## config.mk

```make
export PLATFORM = sky130hd
export DESIGN_NAME = mymul_seq
export DESIGN_NICKNAME = d
export VERILOG_FILES = /design/src/rtl/mymul_pkg.sv /design/src/rtl/mymul_seq_core.sv /design/src/rtl/mymul_seq.sv
export SDC_FILE = /design/constraint.sdc
export NUM_CORES = 1
export LEC_CHECK = 0
export ABC_AREA = 0
export BUFFER_PORTS_ARGS = -buffer_cell sky130_fd_sc_hd__buf_2
export CAP_MARGIN = 20
export CORE_ASPECT_RATIO = 0.5
export CORE_MARGIN = 2
export CORE_UTILIZATION = 30
export CTS_BUF_LIST = sky130_fd_sc_hd__clkbuf_8 sky130_fd_sc_hd__clkbuf_16
export CTS_CLUSTER_SIZE = 40
export DETAILED_ROUTE_END_ITERATION = 8
export PLACE_DENSITY = 0.51
export SLEW_MARGIN = 10
export SYNTH_ARGS = -nofsm -noshare
export SYNTH_HDL_FRONTEND = slang
export SYNTH_SLANG_ARGS = --single-unit
```

## constraint.sdc

```tcl
create_clock -name clk -period 3.8 [get_ports clk]
set_input_delay 0.19 -clock clk [delete_from_list [all_inputs] [get_ports clk]]
set_output_delay 0.19 -clock clk [all_outputs]
set_load 0.02 [all_outputs]
```

## src/rtl/mymul_pkg.sv

```systemverilog
// mymul_pkg
// Shared definitions for the sequential multiplier slave: register word
// offsets, CTRL/STATUS bit positions and the datapath FSM state encoding.
package mymul_pkg;

  // Register word offsets on the slave port
  localparam int unsigned REG_A         = 0;
  localparam int unsigned REG_B         = 1;
  localparam int unsigned REG_RESULT_LO = 2;
  localparam int unsigned REG_RESULT_HI = 3;
  localparam int unsigned REG_CTRL      = 4;
  localparam int unsigned REG_STATUS    = 5;

  // CTRL register bits
  localparam int CTRL_START  = 0;
  localparam int CTRL_SIGNED = 1;
  localparam int CTRL_IRQ_EN = 2;

  // STATUS register bits
  localparam int STATUS_BUSY = 0;
  localparam int STATUS_DONE = 1;

  // Datapath sequencing
  typedef enum logic [1:0] {
    IDLE = 2'd0,
    RUN  = 2'd1,
    FIN  = 2'd2
  } state_t;

endpackage

```

## src/rtl/mymul_seq_core.sv

```systemverilog
// mymul_seq_core
// Iterative shift-add multiplier. On start it captures operand magnitudes
// (two's-complement absolute values in signed mode) and the result sign,
// performs one shift-add step per cycle for DATA_W cycles, then spends one
// cycle in FIN where the signed product is presented.
//
// Ports:
//   clk       system clock
//   reset_n   asynchronous active-low reset; aborts any running operation
//   start     begin a multiplication (ignored unless idle)
//   is_signed treat a/b as two's-complement for this operation
//   a, b      DATA_W-bit operands, sampled on start
//   busy      high from the start edge until the FIN edge
//   valid     high for the single FIN cycle; product is valid while high
//   product   2*DATA_W-bit result (sign-corrected accumulator)
module mymul_seq_core
  import mymul_pkg::*;
#(
  parameter int DATA_W = 32
) (
  input  logic                  clk,
  input  logic                  reset_n,
  input  logic                  start,
  input  logic                  is_signed,
  input  logic [DATA_W-1:0]     a,
  input  logic [DATA_W-1:0]     b,
  output logic                  busy,
  output logic                  valid,
  output logic [2*DATA_W-1:0]   product
);

  localparam int PW    = 2 * DATA_W;
  localparam int CNT_W = $clog2(DATA_W);

  state_t             state;
  logic [PW-1:0]      mcand;
  logic [PW-1:0]      acc;
  logic [DATA_W-1:0]  mplier;
  logic [CNT_W-1:0]   cnt;
  logic               negate;

  logic               a_neg;
  logic               b_neg;
  logic [DATA_W-1:0]  a_mag;
  logic [DATA_W-1:0]  b_mag;

  // Operand magnitudes. The most-negative value negates to itself, which
  // read as unsigned is exactly its magnitude, so no special case is needed.
  always_comb begin
    a_neg = is_signed & a[DATA_W-1];
    b_neg = is_signed & b[DATA_W-1];
    a_mag = a_neg ? (~a + DATA_W'(1)) : a;
    b_mag = b_neg ? (~b + DATA_W'(1)) : b;
  end

  // Sequencer and datapath: multiplicand shifts left, multiplier shifts
  // right, and the accumulator adds the multiplicand when the multiplier
  // LSB is set.
  always_ff @(posedge clk or negedge reset_n) begin
    if (!reset_n) begin
      state  <= IDLE;
      mcand  <= '0;
      acc    <= '0;
      mplier <= '0;
      cnt    <= '0;
      negate <= 1'b0;
      busy   <= 1'b0;
    end else begin
      case (state)
        IDLE: begin
          if (start) begin
            mcand  <= {{DATA_W{1'b0}}, a_mag};
            mplier <= b_mag;
            acc    <= '0;
            cnt    <= '0;
            negate <= a_neg ^ b_neg;
            busy   <= 1'b1;
            state  <= RUN;
          end
        end
        RUN: begin
          if (mplier[0]) begin
            acc <= acc + mcand;
          end
          mcand  <= mcand << 1;
          mplier <= mplier >> 1;
          cnt    <= cnt + 1'b1;
          if (cnt == CNT_W'(DATA_W - 1)) begin
            state <= FIN;
          end
        end
        FIN: begin
          busy  <= 1'b0;
          state <= IDLE;
        end
        default: begin
          busy  <= 1'b0;
          state <= IDLE;
        end
      endcase
    end
  end

  // A zero accumulator negates to zero, so a signed 0 x negative still
  // yields a clean zero.
  always_comb begin
    valid   = (state == FIN);
    product = negate ? (~acc + PW'(1)) : acc;
  end

endmodule

```

## src/rtl/mymul_seq.sv

```systemverilog
// mymul_seq
// Avalon-MM multiplier slave. Holds the register file (A, B, RESULT_LO/HI,
// CTRL mode bits, STATUS busy/done), decodes bus accesses, drives the
// zero-latency readdata mux and the level interrupt irq = done & irq_en.
// The multiplication itself runs in mymul_seq_core.
//
// Ports:
//   clk        system clock
//   reset_n    asynchronous active-low reset
//   address    word address
//   read       read strobe; readdata is 0 when low
//   readdata   combinational read data, zero-extended
//   write      write strobe
//   writedata  write data
//   irq        level interrupt
module mymul_seq
  import mymul_pkg::*;
#(
  parameter int DATA_W = 32,
  parameter int ADDR_W = 3
) (
  input  logic              clk,
  input  logic              reset_n,
  input  logic [ADDR_W-1:0] address,
  input  logic              read,
  output logic [31:0]       readdata,
  input  logic              write,
  input  logic [31:0]       writedata,
  output logic              irq
);

  logic [DATA_W-1:0]   a_q;
  logic [DATA_W-1:0]   b_q;
  logic [DATA_W-1:0]   res_lo_q;
  logic [DATA_W-1:0]   res_hi_q;
  logic                signed_q;
  logic                irq_en_q;
  logic                done_q;

  logic                sel_a;
  logic                sel_b;
  logic                sel_ctrl;
  logic                sel_status;
  logic                start_pulse;
  logic                core_busy;
  logic                core_valid;
  logic [2*DATA_W-1:0] core_product;
  logic                unused_wdata;

  assign sel_a      = (address == ADDR_W'(REG_A));
  assign sel_b      = (address == ADDR_W'(REG_B));
  assign sel_ctrl   = (address == ADDR_W'(REG_CTRL));
  assign sel_status = (address == ADDR_W'(REG_STATUS));

  // Start is honoured only when idle; a start during an operation is dropped.
  assign start_pulse  = write & sel_ctrl & writedata[CTRL_START] & ~core_busy;
  assign unused_wdata = ^writedata;

  // The signed bit is taken straight from the start write so the operation
  // uses the mode written alongside start.
  mymul_seq_core #(
    .DATA_W (DATA_W)
  ) u_core (
    .clk       (clk),
    .reset_n   (reset_n),
    .start     (start_pulse),
    .is_signed (writedata[CTRL_SIGNED]),
    .a         (a_q),
    .b         (b_q),
    .busy      (core_busy),
    .valid     (core_valid),
    .product   (core_product)
  );

  // Register file. Operands are frozen while busy; mode bits follow every
  // CTRL write but the core has already latched the mode for the running
  // operation. FIN has priority over a done-clear in the same cycle.
  always_ff @(posedge clk or negedge reset_n) begin
    if (!reset_n) begin
      a_q      <= '0;
      b_q      <= '0;
      res_lo_q <= '0;
      res_hi_q <= '0;
      signed_q <= 1'b0;
      irq_en_q <= 1'b0;
      done_q   <= 1'b0;
    end else begin
      if (write && sel_a && !core_busy) begin
        a_q <= writedata[DATA_W-1:0];
      end
      if (write && sel_b && !core_busy) begin
        b_q <= writedata[DATA_W-1:0];
      end
      if (write && sel_ctrl) begin
        signed_q <= writedata[CTRL_SIGNED];
        irq_en_q <= writedata[CTRL_IRQ_EN];
      end
      if (core_valid) begin
        res_lo_q <= core_product[DATA_W-1:0];
        res_hi_q <= core_product[2*DATA_W-1:DATA_W];
      end
      if (core_valid) begin
        done_q <= 1'b1;
      end else if (start_pulse) begin
        done_q <= 1'b0;
      end else if (write && sel_status && writedata[STATUS_DONE]) begin
        done_q <= 1'b0;
      end
    end
  end

  // Zero-latency read mux; unused offsets and idle bus read as zero.
  always_comb begin
    readdata = '0;
    if (read) begin
      case (address)
        ADDR_W'(REG_A):         readdata = 32'(a_q);
        ADDR_W'(REG_B):         readdata = 32'(b_q);
        ADDR_W'(REG_RESULT_LO): readdata = 32'(res_lo_q);
        ADDR_W'(REG_RESULT_HI): readdata = 32'(res_hi_q);
        ADDR_W'(REG_CTRL):      readdata = {29'd0, irq_en_q, signed_q, 1'b0};
        ADDR_W'(REG_STATUS):    readdata = {30'd0, done_q, core_busy};
        default:                readdata = '0;
      endcase
    end
  end

  assign irq = done_q & irq_en_q;

endmodule

```

=== After elaboration in Yosys (flattened, before gate mapping) ===
Index checks and enable logic that the tools add are counted.

* Bits in registers: 300
* Input port bits: 39
* Word-level logic and storage cells: 81

* Add/sub/neg operators: 5
* Equal/unequal tests: 11
* Multiplexer cells: 22
* Bitwise logic cells: 12
* Reductions and logical operators: 17

{| class="wikitable"
|+ Operator list
! kind !! number
|-
| $mux 64 || 4
|-
| $pmux 64 s2 || 2
|-
| $pmux 32 s6 || 1
|-
| $mux 32 || 4
|-
| $add 32x1->32 const B || 2
|-
| $add 64x1->64 const B || 1
|-
| $add 64x64->64 || 1
|-
| $not 32->32 || 2
|-
| $not 64->64 || 1
|-
| $pmux 32 s2 || 1
|-
| $pmux 5 s2 || 1
|-
| $reduce_and 2->1 || 4
|-
| $logic_and 1x1->1 || 7
|-
| $and 1x1->1 || 6
|-
| $eq 3x2->1 const B || 2
|-
| $eq 3x3->1 const B || 2
|-
| $add 5x1->5 const B || 1
|-
| $eq 5x5->1 const B || 1
|-
| $mux 5 || 1
|-
| $mux 1 || 4
|-
| $mux 2 || 2
|-
| $ne 2x1->1 const B || 2
|-
| $pmux 2 s2 || 1
|-
| $eq 3x1->1 const B || 1
|-
| 12 further kinds || 13
|}

=== Longest topological paths before layout ===
* Depth in word-level cells: 6
* Gate-level depth with buffers: 13

=== By module ===
A second synthesis with hierarchy kept.

* Cell total of the unflattened synthesis: 1953
* Area, all modules: 19194.7 sq um

{| class="wikitable"
|+ Modules (own cells, without submodules)
! module !! times used !! cells an instance !! area each (sq um)
|-
| mymul_seq_core || 1 || 1512 || 12743.5
|-
| mymul_seq || 1 || 441 || 6451.2
|}

=== Worst setup path before layout ===
Ideal clock, no wire load.

* Kind: reg-to-reg
* Start: reg u_core.acc[0]
* End: reg u_core.acc[62]
* Setup time: 0.069 ns
* Data arrival time: 3.176 ns
* Data required time: 3.731 ns
* Path slack: 0.555 ns
* Cell stages (with the launch flop): 14
* Buffers on the path: 0
* Cell sequence: dfrtp_1 ha_1 inv_1 fa_1 nor2b_1 o2111ai_1 a31oi_1 a21o_1 a21oi_1 o41ai_1 a21o_1 a31oi_1 or4b_1 nand3_1

* Word-level cells in the longest chain between the ends: 3

{| class="wikitable"
|+ RTL lines
! what !! line !! RTL
|-
| start: declaration || mymul_seq_core.sv:37 || <nowiki>logic [PW-1:0] acc;</nowiki>
|-
| start signal: assignment || mymul_seq_core.sv:83 || <nowiki>acc <= acc + mcand;</nowiki>
|-
| $add 64x64->64 || mymul_seq_core.sv:83 ||
|-
| $mux 64 || mymul_seq_core.sv:82 || <nowiki>if (mplier[0]) begin</nowiki>
|-
| $pmux 64 s2 || mymul_seq_core.sv:69 || <nowiki>case (state)</nowiki>
|}

Every way passes these cells. The select of a mux whose other input is x is not followed.
A chain may end at the register's enable or synchronous reset.

=== Worst setup path after layout ===
Same ends and word-level chain as after synthesis.

==> impl_metrics.yaml <==
drt:
  via_per_inst: 5.378
  post-route-drc-count: 0
  firstDrtPassIters: 6
  drtIter0Drc: 1336
  wirelength_um: 60690
  vias: 15920
  wire_per_inst_um: 20.50
  ant_nets: 0
logic_synthesis:
  netlist.area_leader.share_pct: 40.72
  synth_nets: 2162
  synth-seq-cells: 300
  async_flop_share_pct: 100.0
  synth-main-ff-cell: "dfrtp_1"
  netlist_instances: 2054
  synthTopCellsByArea: "dfrtp_1, o21ai_0, nand2_1"
  synth_area_leader_cell: "dfrtp_1"
  synth_edf_count: 0
  synthesis.area_um2: 18430
  synth.most_common_cell: "dfrtp_1"
  seq_area_frac_synth_pct: 40.72
  synth_cell_types: 76
  synth.avg_cell_area_um2: 8.975
  synth.top_cells.by_count: "dfrtp_1, nand2_1, o21ai_0"
  synth_warnings: 0
critical_path:
  worstReg2RegStart: "u_core.acc[0]"
  worstSetupPathType: "register to register"
  critPathMaxFanout: 4
  required_ns: 4.28
  critPathCaptureType: "register"
  startpoint: "u_core.acc[0]"
  critPathArrivalTime_ns: 4.08
  start_kind: "register"
sta:
  fin_ws_ns: 0.1998
  worst_pin_slew_ns: 0.9940
  min_period_over_period_pct: 94.74
  finalHoldViolCount: 0
  rsz0062_at_grt: "false"
  hold_ws_ns: 0.07464
  max-slew-margin-rel_pct: 33.73
  setup_violations: 0
  period_needed_ns: 3.600
  fin_skew_ns: 0.02030
  fmax_ghz: 0.2778
  drv_slew: 0
  fin_setup_tns_ns: 0
run:
  cap_viol_max_count: 0
power:
  intPower_mw: 7.357
  peakVddDrop_mv: 0.3024
  p_comb_share_pct: 35.1
  p_sw_mw: 4.513
  powerDensity_nw_per_um2: 558.1
  total_power_mw: 11.87
  pwr-share-clk_pct: 28.7
  p_leak_nw: 9.242
  seq_power_share_pct: 36.2
  p_sw_share_pct: 38.02
placed_design:
  pre_cts_ws_ns: 0.1151
  hpwl_um: 44990
  place.gp.congestion: 0.8980
  placed_cells: 2869
  portBuffers: 71
grt:
  grt_start_max_net_pins: 101
  grt_overflow: 0
  grt_pass1_wl_um: 93870
  antenna_found_initial: 0
  grt_usage_pct: 18.90
  grt_pass1_vias: 15517
hold_path:
  holdCritPathClass: "primary input to register"
  hp-start: "writedata[1]"
cts:
  htreeDepth: 2
  insertion_delay_ns: 0.54
  clk_root_buffer_cell: "clkbuf_16"
  clk_pin_slew_worst_paths_ns: 0.06
  cts_buffers: 35
  cts_tree: "yes"
  clock_sinks: 300
  cts_setup_buffers: 0
  cts_buffer_depth: 3
floorplan:
  coreArea_um2: 60940
  ios: 72
  start_util_pct: 30.25
  die_area_um2: 63570
  num_rows: 64
  fp.dieH_um: 179.3
  chipWidth_um: 354.6
cells_and_area:
  drive_gt1_share_pct: 12.79
  syn_to_final_growth_pct: 15.38
  nets: 2222
  final_cells: 2960
  nFillCells: 6299
  num_antenna_cells: 0
status:
  status: "complete, no violations"
-- area by class of cell --
class	count	area [um2]	share of cell area (%)
clock buffers	43	997.2	4.689
clock inverters	15	136.4	0.6412
inverters	22	82.58	0.3883
multi-input cells	1606	10440	49.09
flip-flops and latches	300	7508	35.30
well taps	825	1032	4.853
repair buffers	149	1071	5.036
-- cells in the final DEF, fill, tap and decap left out, types with 19 or more instances in the layout --
master           n
mux2_2          68
clkbuf_16       36
a21oi_1        130
nor2_1          74
dfrtp_1        299
nand3_1         47
a21o_1          42
o21ai_0        281
xor2_1         106
dlygate4sd3_1   33
nand4_1         29
ha_1            68
xnor2_1         72
o31ai_1         31
buf_2           70
nand2_1        281
and3_1          19
inv_1           30
a22oi_1        116
buf_4           42
-- logic make-up after synthesis --
kind of cell,Yosys count,share of synthesized area [%]
XOR/XNOR,178,8.457
AND/OR/NAND/NOR,582,14.87
multiplexers,72,4.439
AO/OA/AOI/OAI,705,23.65
adder cells (fa/ha/maj),69,4.724
buffers and inverters,148,3.136
flip-flops,300,40.72
-- routing by layer --
metal / GRT usage [%] / share of wire, % / up-vias
met4: 4.343 / 1.9 / 0
met3: 2.534 / 4.9 / 63
met1: 26.87 / 48 / 7891
li1: - / - / 7620
met2: 30.48 / 45 / 346
met5: 0 / 0 / -
-- sequential cells by signal, indices dropped and copies added (netlist names) --
name and flops:
u_core.busy 1, irq_en_q 1, u_core.state 2, u_core.mplier 32
u_core.mcand 64, a_q 32, res_lo_q 32, u_core.cnt 5
res_hi_q 32, u_core.acc 64, b_q 32, done_q 1
signed_q 1, u_core.negate 1
-- worst max-delay path: stages, from the launching register on --
cell and delay (ns):
dfrtp_1 0.39, ha_1 0.21, inv_1 0.06, fa_1 0.38, nor2b_1 0.17, o2111ai_1 0.18
a31oi_2 0.34, a21o_1 0.24, a21oi_1 0.16, o41ai_2 0.35, buf_4 0.20, a21o_1 0.20
a31oi_1 0.12, or4b_1 0.47, nand3_1 0.08
-- stage by stage --
| step | cell area (um2) | utilization [%] |
|---|---|---|
| after CTS | 21240 | 34.85 |
| after floorplan | 18430 | - |
| after detailed placement | 19770 | 32.45 |
| after global routing | 21270 | 34.90 |
| final | 21270 | 34.90 |
| after global placement | 19770 | 32.45 |
-- path summary, 6_finish.rpt --
| check | to | slack [ns] | depth (start not counted) |
|---|---|---|---|
| setup / recovery | u_core.acc[62] | 0.20 | 14 |
| hold / removal | u_core.negate | 0.07 | 3 |
| setup reg to reg | u_core.acc[62] | 0.20 | 14 |
| hold reg to reg | res_lo_q[8] | 0.48 | 2 |
| max in group asynchronous | u_core.mplier[24] | 2.55 | 3 |
| min in group asynchronous | u_core.mcand[40] | 0.32 | 2 |
-- power by group through the flow --
stage / Sequential [mW] / Combinational, mW / Clock, mW
2_1_floorplan: 4.09 / 3.02 / 0
3_3_place_gp: 4.34 / 4.10 / 0
3_5_place_dp: 4.35 / 4.10 / 0
4_1_cts: 4.29 / 4.15 / 3.49
5_1_grt: 4.37 / 4.68 / 3.61
6_report: 4.30 / 4.16 / 3.41
-- what timing repair did --
item	4_1_cts	5_1_grt
gates resized for setup	0	5
endpoints found under the setup margin	0	5
hold endpoints to repair	160	0
hold buffers	33	0
Power figures use the tool's default switching activity.
